**config.mk**
```make
export PLATFORM = sky130hd
export DESIGN_NAME = sfifo_abt_wr_arb
export DESIGN_NICKNAME = d
export VERILOG_FILES = /design/src/rtl/sfifo_abt_wr_arb.sv
export SDC_FILE = /design/constraint.sdc
export NUM_CORES = 1
export LEC_CHECK = 0
export CAP_MARGIN = 10
export CORE_MARGIN = 3
export CORE_UTILIZATION = 25
export CTS_BUF_LIST = sky130_fd_sc_hd__clkbuf_4 sky130_fd_sc_hd__clkbuf_8 sky130_fd_sc_hd__clkbuf_16
export DETAILED_ROUTE_END_ITERATION = 10
export GPL_ROUTABILITY_DRIVEN = 0
export PLACE_DENSITY = 0.65
export SETUP_SLACK_MARGIN = 0.3
export SYNTH_ARGS = -nofsm -noshare
export SYNTH_HDL_FRONTEND = slang
export SYNTH_SLANG_ARGS = --single-unit
```
**constraint.sdc**
```tcl
create_clock -name clk -period 2.35 [get_ports clk]
set_input_delay 0.235 -clock clk [delete_from_list [all_inputs] [get_ports clk]]
set_output_delay 0.235 -clock clk [all_outputs]
set_load 0.02 [all_outputs]
```
**src/rtl/sfifo_abt_wr_arb.sv**
```systemverilog
// Two-requester write arbiter in front of an abortable FIFO: round-robin packet
// ownership, commit on last beat, rollback on cancel or write-side stall timeout.
module sfifo_abt_wr_arb #(
    parameter int WIDTH = 8,
    parameter int TMO   = 16
) (
    input  logic             clk,
    input  logic             rst_n,
    input  logic             req0,
    input  logic             req1,
    input  logic             vld0,
    input  logic             vld1,
    input  logic [WIDTH-1:0] data0,
    input  logic [WIDTH-1:0] data1,
    input  logic             last0,
    input  logic             last1,
    input  logic             cancel0,
    input  logic             cancel1,
    output logic             gnt0,
    output logic             gnt1,
    output logic             rdy0,
    output logic             rdy1,
    output logic             done0,
    output logic             done1,
    output logic             abt0,
    output logic             abt1,
    input  logic             fifo_full,
    output logic             fifo_wr_en,
    output logic             fifo_eot,
    output logic             fifo_abort,
    output logic [WIDTH-1:0] fifo_data
);

    localparam int CW = $clog2(TMO) + 1;
    localparam logic [CW-1:0] STALL_MAX = CW'(TMO - 1);

    typedef enum logic [1:0] {
        IDLE  = 2'd0,
        XFER  = 2'd1,
        ABORT = 2'd2
    } state_e;

    state_e          state_q;
    logic            sel_q;
    logic            lst_q;
    logic [CW-1:0]   stall_q;
    logic            done0_q;
    logic            done1_q;

    logic            vld_s;
    logic            last_s;
    logic            cancel_s;
    logic            in_xfer;
    logic            owns;
    logic            accept;
    logic            stall;

    assign vld_s    = sel_q ? vld1    : vld0;
    assign last_s   = sel_q ? last1   : last0;
    assign cancel_s = sel_q ? cancel1 : cancel0;
    assign in_xfer  = (state_q == XFER);
    assign owns     = (state_q != IDLE);

    // Cancel wins over a presented beat; a stall is only counted when a beat waits on full.
    assign accept = in_xfer & vld_s & ~fifo_full & ~cancel_s;
    assign stall  = in_xfer & vld_s &  fifo_full & ~cancel_s;

    assign gnt0       = owns & ~sel_q;
    assign gnt1       = owns &  sel_q;
    assign rdy0       = in_xfer & ~sel_q & ~fifo_full;
    assign rdy1       = in_xfer &  sel_q & ~fifo_full;
    assign fifo_wr_en = accept;
    assign fifo_eot   = accept & last_s;
    assign fifo_abort = (state_q == ABORT);
    assign fifo_data  = sel_q ? data1 : data0;
    assign abt0       = fifo_abort & ~sel_q;
    assign abt1       = fifo_abort &  sel_q;
    assign done0      = done0_q;
    assign done1      = done1_q;

    always_ff @(posedge clk or negedge rst_n) begin
        if (!rst_n) begin
            state_q <= IDLE;
            sel_q   <= 1'b0;
            lst_q   <= 1'b1;
            stall_q <= '0;
            done0_q <= 1'b0;
            done1_q <= 1'b0;
        end else begin
            done0_q <= 1'b0;
            done1_q <= 1'b0;
            case (state_q)
                IDLE: begin
                    stall_q <= '0;
                    if (req0 | req1) begin
                        state_q <= XFER;
                        sel_q   <= (req0 & req1) ? ~lst_q : req1;
                    end
                end
                XFER: begin
                    if (cancel_s) begin
                        state_q <= ABORT;
                        stall_q <= '0;
                    end else if (accept) begin
                        stall_q <= '0;
                        if (last_s) begin
                            state_q <= IDLE;
                            lst_q   <= sel_q;
                            done0_q <= ~sel_q;
                            done1_q <= sel_q;
                        end
                    end else if (stall) begin
                        if (stall_q == STALL_MAX) begin
                            state_q <= ABORT;
                            stall_q <= '0;
                        end else begin
                            stall_q <= stall_q + CW'(1);
                        end
                    end
                end
                ABORT: begin
                    lst_q   <= sel_q;
                    stall_q <= '0;
                    state_q <= IDLE;
                end
                default: begin
                    state_q <= IDLE;
                    stall_q <= '0;
                end
            endcase
        end
    end

endmodule

```
Word level (Yosys, flattened, before mapping)
Cells that the tools add are included.

cells by class
  add/sub/neg operators = 1
  eq/ne operators = 10
  muxes and demuxes = 29
  bitwise logic cells = 20
  reductions and logical operators = 6

operators with widths
  kind                                                                     number
  5-bit 2-to-1 mux                                                         5
  1-bit bitwise AND                                                        15
  1-bit 2-to-1 mux                                                         15
  2-bit 2-to-1 mux                                                         6
  8-bit 2-to-1 mux                                                         1
  4-bit by 2-bit inequality test with 1-bit output, second input constant  2
  4-bit AND reduction                                                      2
  2-bit inequality test, second input constant                             3
  5-bit by 1-bit adder with 5-bit output, second input constant            1
  5-bit by 4-bit equality test with 1-bit output, second input constant    1
  4-bit inequality test, second input constant                             1
  1-bit NOT                                                                4
  2-bit case mux with 2 select lines                                       1
  2-bit nonzero test                                                       2
  2-bit by 1-bit equality test with 1-bit output, second input constant    1
  2-bit equality test, second input constant                               1
  2-bit zero test                                                          1
  2-bit by 1-bit inequality test with 1-bit output, second input constant  1
  1-bit case mux with 2 select lines                                       1
  2-bit AND reduction                                                      1
  1-bit OR                                                                 1

storage, ports and cells
  register bits after elaboration = 11
  input port bits = 27

Depth between registers and ports, before layout
Gate-level depths: netlist (run 1).

  depth in word-level cells = 8
  gate-level depth with buffers = 6

Worst setup path after synthesis (run 1)
No wires, ideal clock.

  path type = reg-to-reg
  from = register sel_q
  to = register lst_q
  setup time = 0.082 ns
  data arrival time = 1.962 ns
  setup slack = 0.306 ns
  cell stages (with the launch flop) = 6
  path buffers = 1
  clock period less this slack = 2.044 ns
  path through = dfrtp_1 -> buf_6 -> or3b_2 -> a211oi_1 -> nor2_1 -> mux2_2

between the ends
  cells in the longest elaborated chain, start to end = 6

ends and longest elaborated chain
  element                                                            RTL line  text
  start, declared                                                    44        logic sel_q;
  start signal, assigned                                             97        sel_q <= (req0 & req1) ? ~lst_q : req1;
  1-bit 2-to-1 mux                                                   58        assign vld_s = sel_q ? vld1 : vld0;
  1-bit bitwise AND (3 in a row)                                     65        assign accept = in_xfer & vld_s & ~fifo_full & ~cancel_s;
  2-bit by 1-bit inequality test with 1-bit output (no source line)  n/a
  4-bit AND reduction (no source line)                               n/a
  end signal, assigned                                               108       lst_q <= sel_q;
  end signal, assigned                                               122       lst_q <= sel_q;
  end, declared                                                      45        logic lst_q;

Parallel ways exist; a longest one is shown, timed or not. The select of a mux whose other input is x is not followed.
A chain may end at the register's enable or synchronous reset.

Final worst setup path (run 1)
  from = input fifo_full
  to = output fifo_wr_en

between the ends
  cells in the longest elaborated chain, start to end = 3

ends and longest elaborated chain
  element                         RTL line  text
  start, declared                 27        input logic fifo_full,
  1-bit NOT                       65
  1-bit bitwise AND (2 in a row)  65
  end, declared                   28        output logic fifo_wr_en,

Every way passes these cells.

==> results.md, run 1 <==
- DR DRC count: 0
- Top cell type's share of synthesized area: 0.344
- Final setup fails: 0
- Net count, final: 160
- Antenna diodes: 0
- Clock Sinks: 11
- Critical path type: primary input to output port
- Die X-Extent: about 60 um
- Avg WL per Cell: 13.4 um
- Rel. slew slack: 0.658
- CP Data Arrival Time: 1.79 ns
- CP required: 2.12 ns
- Area occupied by multi-input gates: 422 um^2
- I/O Pins: 46
- Yosys warns: 0
- Top post-synthesis cells by area: dfrtp_1 34%, mux2_2 14%, nor2_1 5.2%
- First-pass GRT wire length: between 3 and 4 mm
- Detailed router's first-iteration violation count: 16
- Vias: slightly above 800
- Slew Limit Fails: 0
- Synth Instances: 81
- VDD IR max: 0.481 mV
- Crit Path Max Fanout: 3
- Share of layout cells above drive strength 1: 0.183
- Cell Rows: 18
- Fin crit period: slightly above 2 ns
- Die ar.: ~0.0036 mm^2
- H-tree depth: 1
- Net Sw Frac: 0.410
- Filler Cell Count: around 260
- Fin Setup TNS: 0 ns
- Router iterations before antenna repair: 4
- Distinct cells, synth: 30
- Inst Count DP: 157
- Core area: 0.00261 mm^2
- Fraction of the cycle the final worst path needs: 0.860
- CP Capture Type: output port
- R2r setup slk: 0.44 ns
- Grt total ovfl: 0
- Synthesized area: around 730 um^2
- Max Cap Viol: 0
- Post-Route WL: 2.16 mm
- Internal Power: roughly 0.66 mW
- Synthesized Nets: about 110
- Starting density of the core: 0.278
- Register area share after synthesis: 0.380
- Type of origin of the critical path: primary input
- Final hold vios: 0
- CTS clk-pin slew, worst paths: 0.07 ns
- Hold WC Path Type: primary input to asynchronous set/reset pin
- Worst skew pair latency: 0.27 ns
- Status: finished clean
- I/O Buffers: 45
- Area added between synthesis and finish: 72.8%
- HPWL after detailed placement: 1.75 mm
- Antenna-violating nets left: 0
- Largest net degree at the start of global routing: 19
- Die H: 59.9 um
- RSZ-0062 raised after global routing: yes
- Syn_area_per_cell: ~9.0 um^2
- Initial antenna violation count: 0
- Logic pwr share: 0.637
- Max clock buf depth: 2
- Cts bufs inserted: 3
- Clock power share: 0.130
- Flop pwr share: 0.233
- Via/cell ratio: a little over 5
- Fmax: 495 MHz
- CTS tree: built
- CTS root buf: clkbuf_4
- Leakage: about 0.52 nW
- Number of global-route vias before repair: 824
- Yosys top cell by area: dfrtp_1
- Clock skew: 0.00217 ns
- Final Non-Filler Cells: 161
- Worst-margin pin slew: 0.511 ns
- Register Area: 277 um^2
- Switching power: 0.458 mW
- Gr usage total: 0.134
- PwrDens: 889 mW/mm^2
- Flops & latches, synth: 11
-- metrics by stage --
stage                     hold slack [ns]  area (um^2)   util  setup WS (ns)  total power, mW
after floorplan                   -0.0606          727      -          0.306            0.683
after global placement              0.528         1220  0.469       -0.00235            0.964
after detailed placement            0.529         1220  0.469        -0.0109            0.967
after CTS                           0.317         1250  0.478          0.255             1.11
after global routing                0.335         1260  0.481          0.197             1.21
final                               0.301         1260  0.481          0.328             1.12
-- logic make-up (layout without fill, tap and decap cells) --
kind of cell | after synthesis | count (layout) | share of synthesized area
AND/OR/NAND/NOR | 36 | 36 | 0.263
AO/OA/AOI/OAI | 15 | 15 | 0.124
multiplexers | 11 | 11 | 0.167
flip-flops | 11 | 11 | 0.380
buffers and inverters | 7 | 57 | 0.0482
adder cells (fa/ha/maj) | 1 | 1 | 0.0172
-- state kept, by name, summed over array words and instances, names as in the netlist --
signal,count
sel_q,1
done1,1
lst_q,1
stall_q,5
state_q,2
done0,1
-- repair_timing --
item,CTS,global route
resized for setup,4,10
endpoints found under the setup margin,4,15
hold endpoints to repair,0,0
buffers inserted,0,0
hold buffers,0,0
-- synthesized netlist by cell type --
cell type and number:
mux2_2 9, nor2b_1 2, or3b_2 2, o31ai_1 1, dfstp_2 1, buf_6 1
or4_1 1, clkbuf_2 1, a211oi_1 2, nor3_1 1, or2_1 1, nand3b_1 1
or3_1 1, nand3_1 2, mux2i_1 2, nor2_1 10, clkbuf_1 1, dfrtp_1 10
a21oi_1 6, a32oi_1 1, a21boi_0 1, nand4b_1 1, nand2b_1 4, ha_1 1
nand2_1 6, and2_1 2, a31oi_1 1, o21ai_0 3, nand4_1 2, inv_1 4
-- placed cells by master, fill, tap and decap left out, drive strengths merged, types with 2 or more instances in the layout --
master	n
a211oi	2
a21oi	6
and2	2
buf	4
clkbuf	6
clkdlybuf4s50	40
dfrtp	10
inv	4
mux2	9
mux2i	2
nand2	6
nand2b	4
nand3	2
nand4	2
nor2	10
nor2b	2
o21ai	3
or3b	2
-- path summary, 6_finish.rpt --
check,startpoint,endpoint,depth (start not counted)
worst max-delay path,fifo_full,fifo_wr_en,6
worst min-delay path,rst_n,done0,1
worst max register to register,sel_q,stall_q[3],5
worst min register to register,stall_q[4],stall_q[4],2
max in group asynchronous,rst_n,lst_q,1
min in group clk,stall_q[4],stall_q[4],2
-- power by group through the flow --
stage / registers (mW) / clock network [mW] / logic (mW)
after detailed placement: 0.260 / 0 / 0.707
after global placement: 0.263 / 0 / 0.701
after CTS: 0.259 / 0.147 / 0.701
final: 0.261 / 0.145 / 0.711
after global routing: 0.268 / 0.163 / 0.775
after floorplan: 0.256 / 0 / 0.427
-- routing by layer --
metal / track usage / vias to the layer above / share of wire
met5: 0 / - / 0
met4: 0.0570 / 0 / 0.017
met3: 0.0756 / 5 / 0.13
met2: 0.193 / 45 / 0.41
met1: 0.162 / 372 / 0.44
li1: - / 389 / -
-- cell type report --
type	instances	area share
repair buffers	49	0.378
multi-input cells	63	0.336
flip-flops and latches	11	0.220
well taps	30	0.0299
clock buffers	4	0.0239
inverters	4	0.0120
-- critical path, cell delays in order --
cell,delay [ns]
clkdlybuf4s50_1,0.44
or3b_2,0.51
nor2_1,0.13
nand2_1,0.10
inv_1,0.07
clkdlybuf4s15_1,0.30
(Power assumes the default switching activity.)
==> run 2: changes to the inputs <==
--- a/config.mk
+++ b/config.mk
@@ -6,12 +6,14 @@
 export NUM_CORES = 1
 export LEC_CHECK = 0
 export CAP_MARGIN = 10
+export CELL_PAD_IN_SITES_DETAIL_PLACEMENT = 0
+export CELL_PAD_IN_SITES_GLOBAL_PLACEMENT = 2
 export CORE_MARGIN = 3
-export CORE_UTILIZATION = 25
+export CORE_UTILIZATION = 19
 export CTS_BUF_LIST = sky130_fd_sc_hd__clkbuf_4 sky130_fd_sc_hd__clkbuf_8 sky130_fd_sc_hd__clkbuf_16
 export DETAILED_ROUTE_END_ITERATION = 10
 export GPL_ROUTABILITY_DRIVEN = 0
-export PLACE_DENSITY = 0.65
+export PLACE_DENSITY = 0.79
 export SETUP_SLACK_MARGIN = 0.3
 export SYNTH_ARGS = -nofsm -noshare
 export SYNTH_HDL_FRONTEND = slang
==> run 2 against run 1 <==
  * Global-route usage down 2.9 points
  * Combinational power about the same
  * Non-clock buffer count unchanged
  * Critical path depth unchanged
  * Worst hold slack better by 0.031 ns
  * Sequential power about the same
  * Clock power up 37%
  * Fmax down 0.11%
  * Clock skew about the same
==> results.md, run 2 (same netlist as run 1, synthesis figures left out) <==
- Hold WC Path Type: primary input to asynchronous set/reset pin (unchanged)
- VDD IR max: 0.621 mV (was 0.481 mV)
- Crit path max-delay family: buffers and inverters (unchanged)
- Crit Path Max Fanout: 3 (unchanged)
- Max clock buf depth: 2 (unchanged)
- Antenna-violating nets left: 0 (unchanged)
- Detailed router's first-iteration violation count: 36 (was 16)
- Post-CTS Resized: 4 (unchanged)
- Slack of the critical path: 0.326 ns (was 0.328 ns)
- PwrDens: 903 mW/mm^2 (was 889 mW/mm^2)
- Die X-Extent: 67.9 um (was 59.9 um)
- Die ar.: 0.00460 mm^2 (was 0.00359 mm^2)
- Core area: 0.00349 mm^2 (was 0.00261 mm^2)
- Hold-fix buffer count after cts: 0 (unchanged)
- Via/cell ratio: 4.32 (was 5.04)
- Max reg flops: 5 (unchanged)
- Register Area: 277 um^2 (unchanged)
- Share of layout cells above drive strength 1: 0.176 (was 0.183)
- CP Data Arrival Time: 1.79 ns (about the same)
- Clock skew: 0.00171 ns (was 0.00217 ns)
- Avg WL per Cell: 11.8 um (was 13.4 um)
- H-tree depth: 1 (unchanged)
- Router iterations before antenna repair: 4 (unchanged)
- Final setup fails: 0 (unchanged)
- Max Cap Viol: 0 (unchanged)
- CTS tree: built (unchanged)
- CTS clk-pin slew, worst paths: 0.05 ns (was 0.07 ns)
- RSZ-0062 raised after global routing: yes (unchanged)
- CP required: 2.12 ns (about the same)
- Slew Limit Fails: 0 (unchanged)
- Area added between synthesis and finish: 78.5% (was 72.8%)
- Status: finished clean (unchanged)
- Setup slack at placement: -0.0266 ns (was -0.0109 ns)
- Cts bufs inserted: 3 (unchanged)
- Start of the worst register-to-register path: sel_q (unchanged)
- Area after DPL: 0.00124 mm^2 (was 0.00122 mm^2)
- I/O Pins: 46 (unchanged)
- I/O Buffers: 45 (unchanged)
- Largest net degree at the start of global routing: 19 (unchanged)
- Clock Sinks: 11 (unchanged)
- Number of global-route vias before repair: 855 (was 824)
- Area occupied by multi-input gates: 422 um^2 (unchanged)
- R2r setup slk: 0.49 ns (was 0.44 ns)
- Critical path type: primary input to output port (unchanged)
- CP max stage cell: or3b_2 (unchanged)
- Worst skew pair latency: 0.24 ns (was 0.27 ns)
- Net count, final: 160 (unchanged)
- CP Capture Type: output port (unchanged)
- Crit path buf inv count: 3 (unchanged)
- Type of origin of the critical path: primary input (unchanged)
- First-pass GRT wire length: 3.62 mm (was 3.56 mm)
- Fraction of the cycle the final worst path needs: 0.861 (was 0.860)
- CTS root buf: clkbuf_8 (was clkbuf_4)
- Worst-margin pin slew: 0.494 ns (was 0.511 ns)
- Leakage: 0.518 nW (was 0.519 nW)
- Fin area: 0.00130 mm^2 (was 0.00126 mm^2)
- Starting density of the core: 0.208 (was 0.278)
- Critical path's largest stage delay: 0.51 ns (about the same)
- Cell Rows: 21 (was 18)
- Initial antenna violation count: 0 (unchanged)
- Grt total ovfl: 0 (unchanged)
- Commonest non-fill, non-tap cell in the layout: clkdlybuf4s50_1 (unchanged)
- Post-CTS setup buffer count: 0 (unchanged)
- Fmax: 494 MHz (was 495 MHz)
- Die H: 67.9 um (was 59.9 um)
- Most frequent cells in the layout: 41 x clkdlybuf4s50_1, 10 x nor2_1, 10 x dfrtp_1 (was 40 x clkdlybuf4s50_1, 10 x nor2_1, 10 x dfrtp_1)
- Largest Register: stall_q (unchanged)
- CP Cell Sequence: clkdlybuf4s50_1 -> or3b_2 -> nor2_1 -> nand2_1 -> inv_1 -> clkdlybuf4s15_1 (unchanged)
- Post-Route WL: 2.09 mm (was 2.16 mm)
- Final hold vios: 0 (unchanged)
- Filler Cell Count: 371 (was 257)
- Antenna diodes: 0 (unchanged)
- Fin crit period: 2.02 ns (about the same)
- Reg-to-Reg End: stall_q[3] (unchanged)
- Vias: 764 (was 811)
- Rel. slew slack: 0.670 (was 0.658)
- Gr usage total: 0.105 (was 0.134)
- Instance count on the critical path: 6 (unchanged)
- DR DRC count: 0 (unchanged)
- HPWL after detailed placement: 1.68 mm (was 1.75 mm)
- Worst r2r path cells: 5 (unchanged)
- Top flop regs: stall_q: 5 flops, state_q: 2 flops (unchanged)
==> run 2: changes by cell type in the layout (fill, tap and decap cells not counted), sizes merged <==
cell           before  now
clkbuf              6    5
clkdlybuf4s15       1    2
dlymetal6s2s        1    0
clkdlybuf4s50      40   41
==> run 2: through the flow <==
step / power, mW / setup TNS [ns] / utilization / cells / hold WS [ns]
3_5_place_dp: 0.970 / -0.0266 / 0.356 / 173 / 0.537
6_report: 1.17 / 0 / 0.371 / 177 / 0.331
2_1_floorplan: 0.683 / 0 / - / 81 / -0.0606
5_1_grt: 1.26 / 0 / 0.371 / 177 / 0.372
3_3_place_gp: 0.972 / -0.00402 / 0.356 / 173 / 0.534
4_1_cts: 1.17 / 0 / 0.369 / 177 / 0.362
==> run 2: worst max-delay path by stage <==
stage / endpoint / from
6_report: fifo_wr_en / fifo_full
5_1_grt: fifo_wr_en / fifo_full
4_1_cts: fifo_wr_en / sel_q
3_5_place_dp: fifo_eot / last0
3_3_place_gp: fifo_eot / last0
2_1_floorplan: lst_q / sel_q
==> run 2: cell type report <==
type	count	area share
clock buffer	4	0.0376
inverter	4	0.0116
multi-input combinational	63	0.325
sequential	11	0.213
tap	46	0.0444
timing repair buffer	49	0.368
==> run 2: where the power goes <==
| group | switching [mW] | internal, mW | total, mW | leakage, nW |
|---|---|---|---|---|
| Combinational | 0.360 | 0.352 | 0.711 | 0.347 |
| Sequential | 0.0276 | 0.234 | 0.262 | 0.145 |
| Clock | 0.0686 | 0.130 | 0.199 | 0.0262 |
==> run 2: metal layers <==
layer	track usage	part of all wire	vias to the layer above
met5	0	0	-
met4	0.0223	0.0057	0
met3	0.0739	0.14	2
met2	0.147	0.37	45
met1	0.131	0.48	332
li1	-	-	385
==> run 2: worst reg2reg max path: cells and delay by family, from the launching register on <==
kind / cells / cell delay (ns)
AND/OR/NAND/NOR: 2 / 0.77
multiplexers: 1 / 0.19
flip-flops: 1 / 0.40
AO/OA/AOI/OAI: 1 / 0.24
buffers and inverters: 1 / 0.17
